$ cat config.mk
export PLATFORM = sky130hd
export DESIGN_NAME = demux5bit_router
export DESIGN_NICKNAME = d
export VERILOG_FILES = /design/src/rtl/demux5bit_router.sv
export SDC_FILE = /design/constraint.sdc
export NUM_CORES = 1
export LEC_CHECK = 0
export BUFFER_PORTS_ARGS = -buffer_cell sky130_fd_sc_hd__buf_4
export CAP_MARGIN = 0
export CORE_AREA = 2 2 61 107
export CTS_CLUSTER_SIZE = 12
export DETAILED_ROUTE_END_ITERATION = 8
export DIE_AREA = 0 0 63 109
export PLACE_DENSITY = 0.69
export SETUP_SLACK_MARGIN = 0.1
export SLEW_MARGIN = 25
export SYNTH_ARGS = -nofsm -noshare
export SYNTH_HDL_FRONTEND = slang
export SYNTH_SLANG_ARGS = --single-unit
$ cat constraint.sdc
create_clock -name clk -period 2 [get_ports clk]
set_input_delay 0.1 -clock clk [delete_from_list [all_inputs] [get_ports clk]]
set_output_delay 0.1 -clock clk [all_outputs]
set_load 0.01 [all_outputs]
$ cat src/rtl/demux5bit_router.sv
// demux5bit_router: buffered 1-to-4 demultiplexer with one FIFO per channel.
// A single valid/ready source is steered by sel into one of four channel
// FIFOs; each channel drains independently, so a stalled consumer only blocks
// words addressed to it. A wrapping 8-bit counter tallies accepted words.
//
// Ports:
//   clk, rst_n                  rising-edge clock, async active-low reset
//   data_in[WIDTH], sel[2]      word to route and its destination channel
//   in_valid / in_ready         source handshake (in_ready depends on sel only)
//   data_out1..data_out4        head entry of each channel FIFO
//   out_valid[4] / out_ready[4] per-channel consumer handshake
//   accept_count[8]             total words accepted, modulo 256
module demux5bit_router #(
  parameter int unsigned WIDTH = 5,
  parameter int unsigned DEPTH = 2
) (
  input  logic             clk,
  input  logic             rst_n,
  input  logic [WIDTH-1:0] data_in,
  input  logic [1:0]       sel,
  input  logic             in_valid,
  output logic             in_ready,
  output logic [WIDTH-1:0] data_out1,
  output logic [WIDTH-1:0] data_out2,
  output logic [WIDTH-1:0] data_out3,
  output logic [WIDTH-1:0] data_out4,
  output logic [3:0]       out_valid,
  input  logic [3:0]       out_ready,
  output logic [7:0]       accept_count
);

  localparam int unsigned NCH = 4;
  localparam int unsigned PW  = (DEPTH > 1) ? $clog2(DEPTH) : 1;
  localparam int unsigned CW  = $clog2(DEPTH + 1);

  logic [WIDTH-1:0] mem    [NCH][DEPTH];
  logic [PW-1:0]    rd_ptr [NCH];
  logic [PW-1:0]    wr_ptr [NCH];
  logic [CW-1:0]    cnt    [NCH];

  logic             push;
  logic [NCH-1:0]   push_ch;
  logic [NCH-1:0]   pop;

  // Full check for the currently selected channel; registered state only.
  assign in_ready = (cnt[sel] != CW'(DEPTH));
  assign push     = in_valid & in_ready;

  // Per-channel push/pop strobes and non-empty flags.
  always_comb begin
    push_ch   = '0;
    pop       = '0;
    out_valid = '0;
    if (push) begin
      push_ch[sel] = 1'b1;
    end
    for (int c = 0; c < NCH; c++) begin
      out_valid[c] = (cnt[c] != '0);
      pop[c]       = out_valid[c] & out_ready[c];
    end
  end

  // Head entries come straight from storage; storage resets to zero so the
  // stale value seen while empty is never X.
  assign data_out1 = mem[0][rd_ptr[0]];
  assign data_out2 = mem[1][rd_ptr[1]];
  assign data_out3 = mem[2][rd_ptr[2]];
  assign data_out4 = mem[3][rd_ptr[3]];

  // Channel FIFO state: storage, pointers (wrap naturally, DEPTH is 2^PW), counts.
  always_ff @(posedge clk or negedge rst_n) begin
    if (!rst_n) begin
      for (int c = 0; c < NCH; c++) begin
        rd_ptr[c] <= '0;
        wr_ptr[c] <= '0;
        cnt[c]    <= '0;
        for (int e = 0; e < DEPTH; e++) begin
          mem[c][e] <= '0;
        end
      end
    end else begin
      for (int c = 0; c < NCH; c++) begin
        if (push_ch[c]) begin
          mem[c][wr_ptr[c]] <= data_in;
          wr_ptr[c]         <= wr_ptr[c] + PW'(1);
        end
        if (pop[c]) begin
          rd_ptr[c] <= rd_ptr[c] + PW'(1);
        end
        case ({push_ch[c], pop[c]})
          2'b10:   cnt[c] <= cnt[c] + CW'(1);
          2'b01:   cnt[c] <= cnt[c] - CW'(1);
          default: cnt[c] <= cnt[c];
        endcase
      end
    end
  end

  // Accepted-word tally, wraps modulo 256.
  always_ff @(posedge clk or negedge rst_n) begin
    if (!rst_n) begin
      accept_count <= '0;
    end else if (push) begin
      accept_count <= accept_count + 8'd1;
    end
  end

endmodule

==> results.json <==
{
  "wl_per_cell_um": 15.54,
  "fillers": 513,
  "htreeDepth": 3,
  "hold_viol": 0,
  "hold_end": "mem[2]",
  "drive_above_1_share_pct": 50.19,
  "seq_area_frac_synth_pct": 54.54,
  "netlist_area_um2": 2937,
  "overflow": 0,
  "start_util_pct": 48.63,
  "cts_root_buffer": "clkbuf_8",
  "syn_avg_cell_area_um2": 14.12,
  "cp.required_ns": 1.90,
  "skew_ns": 0.009295,
  "cp_data_arrival_time_ns": 1.69,
  "cts_buffer_depth": 2,
  "power.leakage_nw": 1.631,
  "drv_cap": 0,
  "whs_ns": 0.06230,
  "cts_setup_buffers": 0,
  "coreArea_um2": 6038,
  "rsz0062_at_grt": "false",
  "die_y_um": 109,
  "r2r_cells": 4,
  "status": "complete, no violations",
  "timing.slew.headroom_pct": 47.08,
  "hpwl_um": 3860,
  "die_w_um": 63,
  "dp_cells": 330,
  "yosysWarnings": 0,
  "drc": 0,
  "met3_length_um": 234,
  "pwr_density_cell_nw_per_um2": 1691,
  "multi_input_area_um2": 1301,
  "clk_pin_slew_ns": 0.07,
  "ys_seq_elements": 64,
  "min_from": "data_in[2]",
  "cts_tree": "done",
  "grt_max_degree": 65,
  "synth-edff-count": 0,
  "syn2layout_area_growth_pct": 21.64,
  "crit_type": "flop to output port",
  "worst_pin_slew_ns": 0.7937,
  "first_iter_violations": 25,
  "min_path_cells": 2,
  "row_count": 38,
  "numPortBuffers": 46,
  "setup_tns_ns": 0,
  "ff_latch_area_um2": 1602,
  "grt_util_all_layers_pct": 17.92,
  "setup_viol": 0,
  "period_needed_ns": 1.791,
  "synthArstFlopShare_pct": 100.0,
  "r2r_slack_ns": 0.30,
  "wl_met2_um": 2772,
  "reg2reg_from": "cnt[0]",
  "rr_endpoint": "accept_count[1]",
  "met1_length_um": 2227,
  "synth.net_count": 227,
  "syn_inst": 208,
  "final_cells": 347,
  "grt_pass1_wl_um": 9032,
  "finalWeightedCongestion": 0.7415,
  "route.vias.total": 1766,
  "maxSlewViolCount": 0,
  "dr.pass1.iters": 3,
  "yosysUniqueCellTypes": 26,
  "dieArea_um2": 6867,
  "hp-class": "primary input to flop",
  "startpoint": "cnt[0]",
  "antenna_found_initial": 0,
  "io_pins": 47,
  "maxUsedRoutingLayer": "met4",
  "antenna_cells": 0,
  "cts_sinks": 64,
  "postRouteAntennaNets": 0,
  "grt_pass1_vias": 1846,
  "nNetsFinal": 281,
  "viasPerCell": 5.089,
  "numCtsBuffers": 9,
  "post-route-period-util_pct": 89.54,
  "clock.fmax_ghz": 0.5584,
  "worst_setup_path_start_kind": "flop",
  "synthFlopType": "dfrtp_1",
  "clkLatencyLatePin_ns": 0.34,
  "ir_worst_vdd_mv": 0.9172,
  "crit_path_end_kind": "output port",
  "wirelength_um": 5391,
  "path_max_fanout": 8
}
==> critical path, stage by stage, from the launching register on <==
cell	delay (ns)
dfrtp_1	0.43
nand2b_4	0.17
mux4_2	0.57
buf_4	0.19
==> metal layers <==
metal	global-route usage [%]	vias to the layer above
met2	29.10	37
met3	5.986	10
li1	-	823
met5	0	-
met4	9.206	0
met1	21.10	896
==> logic make-up after synthesis <==
family | share of synthesized area [%]
multiplexers | 24.93
adder cells (fa/ha/maj) | 2.130
AND/OR/NAND/NOR | 9.203
buffers and inverters | 1.150
XOR/XNOR | 8.053
flip-flops | 54.54
==> synth_stat cells (4+ instances only) <==
cell type | count | share of area, %
and2_1 | 5 | 1.1
or2_2 | 4 | 0.85
ha_1 | 5 | 2.1
clkbuf_1 | 4 | 0.51
mux2_4 | 6 | 3.1
nand3_1 | 5 | 0.85
xor2_1 | 8 | 2.4
nand4_1 | 4 | 0.85
mux2_2 | 55 | 21
dfrtp_1 | 64 | 55
nor2_1 | 7 | 0.89
xnor2_1 | 19 | 5.7
==> registers in the layout, indices dropped and copies added, names as in the netlist <==
signal,count
wr_ptr,4
accept_count,8
rd_ptr,4
cnt,8
mem,40
==> timing repair <==
item                                    4_1_cts  5_1_grt
hold endpoints to repair                     64        0
hold buffers                                  1        0
endpoints found under the setup margin        0        0
resized for setup                             0        0
==> power breakdown <==
group | total (W) | internal (W) | leakage, nW | switching, W
Clock | 0.00112 | 0.000641 | 0.103 | 0.000480
Sequential | 0.00246 | 0.00194 | 0.772 | 0.000523
Combinational | 0.00246 | 0.00155 | 0.755 | 0.000907
Total | 0.00604 | 0.00413 | 1.63 | 0.00191
==> cell type report <==
class | instances | share of cell area [%]
Inverter | 2 | 0.2102
Clock inverter | 3 | 1.121
Sequential cell | 64 | 44.83
Tap cell | 80 | 2.802
Timing Repair Buffer | 48 | 10.16
Clock buffer | 13 | 4.448
Multi-Input combinational cell | 137 | 36.43
==> layout by cell type (no fill, tap or decap), types with 5 or more instances in the layout <==
master | netlist | layout
nor2_1 | 7 | 7
mux2_4 | 6 | 6
ha_1 | 5 | 5
mux2_2 | 55 | 55
xnor2_1 | 19 | 19
dfrtp_1 | 64 | 64
and2_1 | 5 | 5
buf_4 | 0 | 47
clkbuf_8 | 0 | 11
nand3_1 | 5 | 5
xor2_1 | 8 | 8
==> how the worst max path moves through the flow <==
| stage | end | slack, ns | cells past startpoint |
|---|---|---|---|
| after floorplan | accept_count[1] | 0.35 | 4 |
| after global placement | accept_count[1] | 0.35 | 4 |
| after detailed placement | accept_count[1] | 0.31 | 4 |
| after CTS | in_ready | 0.19 | 3 |
| after global routing | in_ready | 0.15 | 3 |
| final | in_ready | 0.21 | 3 |
==> metrics by stage <==
stage / setup slack, ns / util [%] / power, W / cell area [um2]
after floorplan: 0.3485 / - / 0.004005 / 2937
after global placement: 0.3520 / 55.70 / 0.004912 / 3363
after detailed placement: 0.3106 / 55.70 / 0.004984 / 3363
after CTS: 0.1860 / 59.16 / 0.006131 / 3572
after global routing: 0.1507 / 59.16 / 0.006469 / 3572
final: 0.2092 / 59.16 / 0.006039 / 3572
Note: power is estimated with default switching activity, not from simulation.
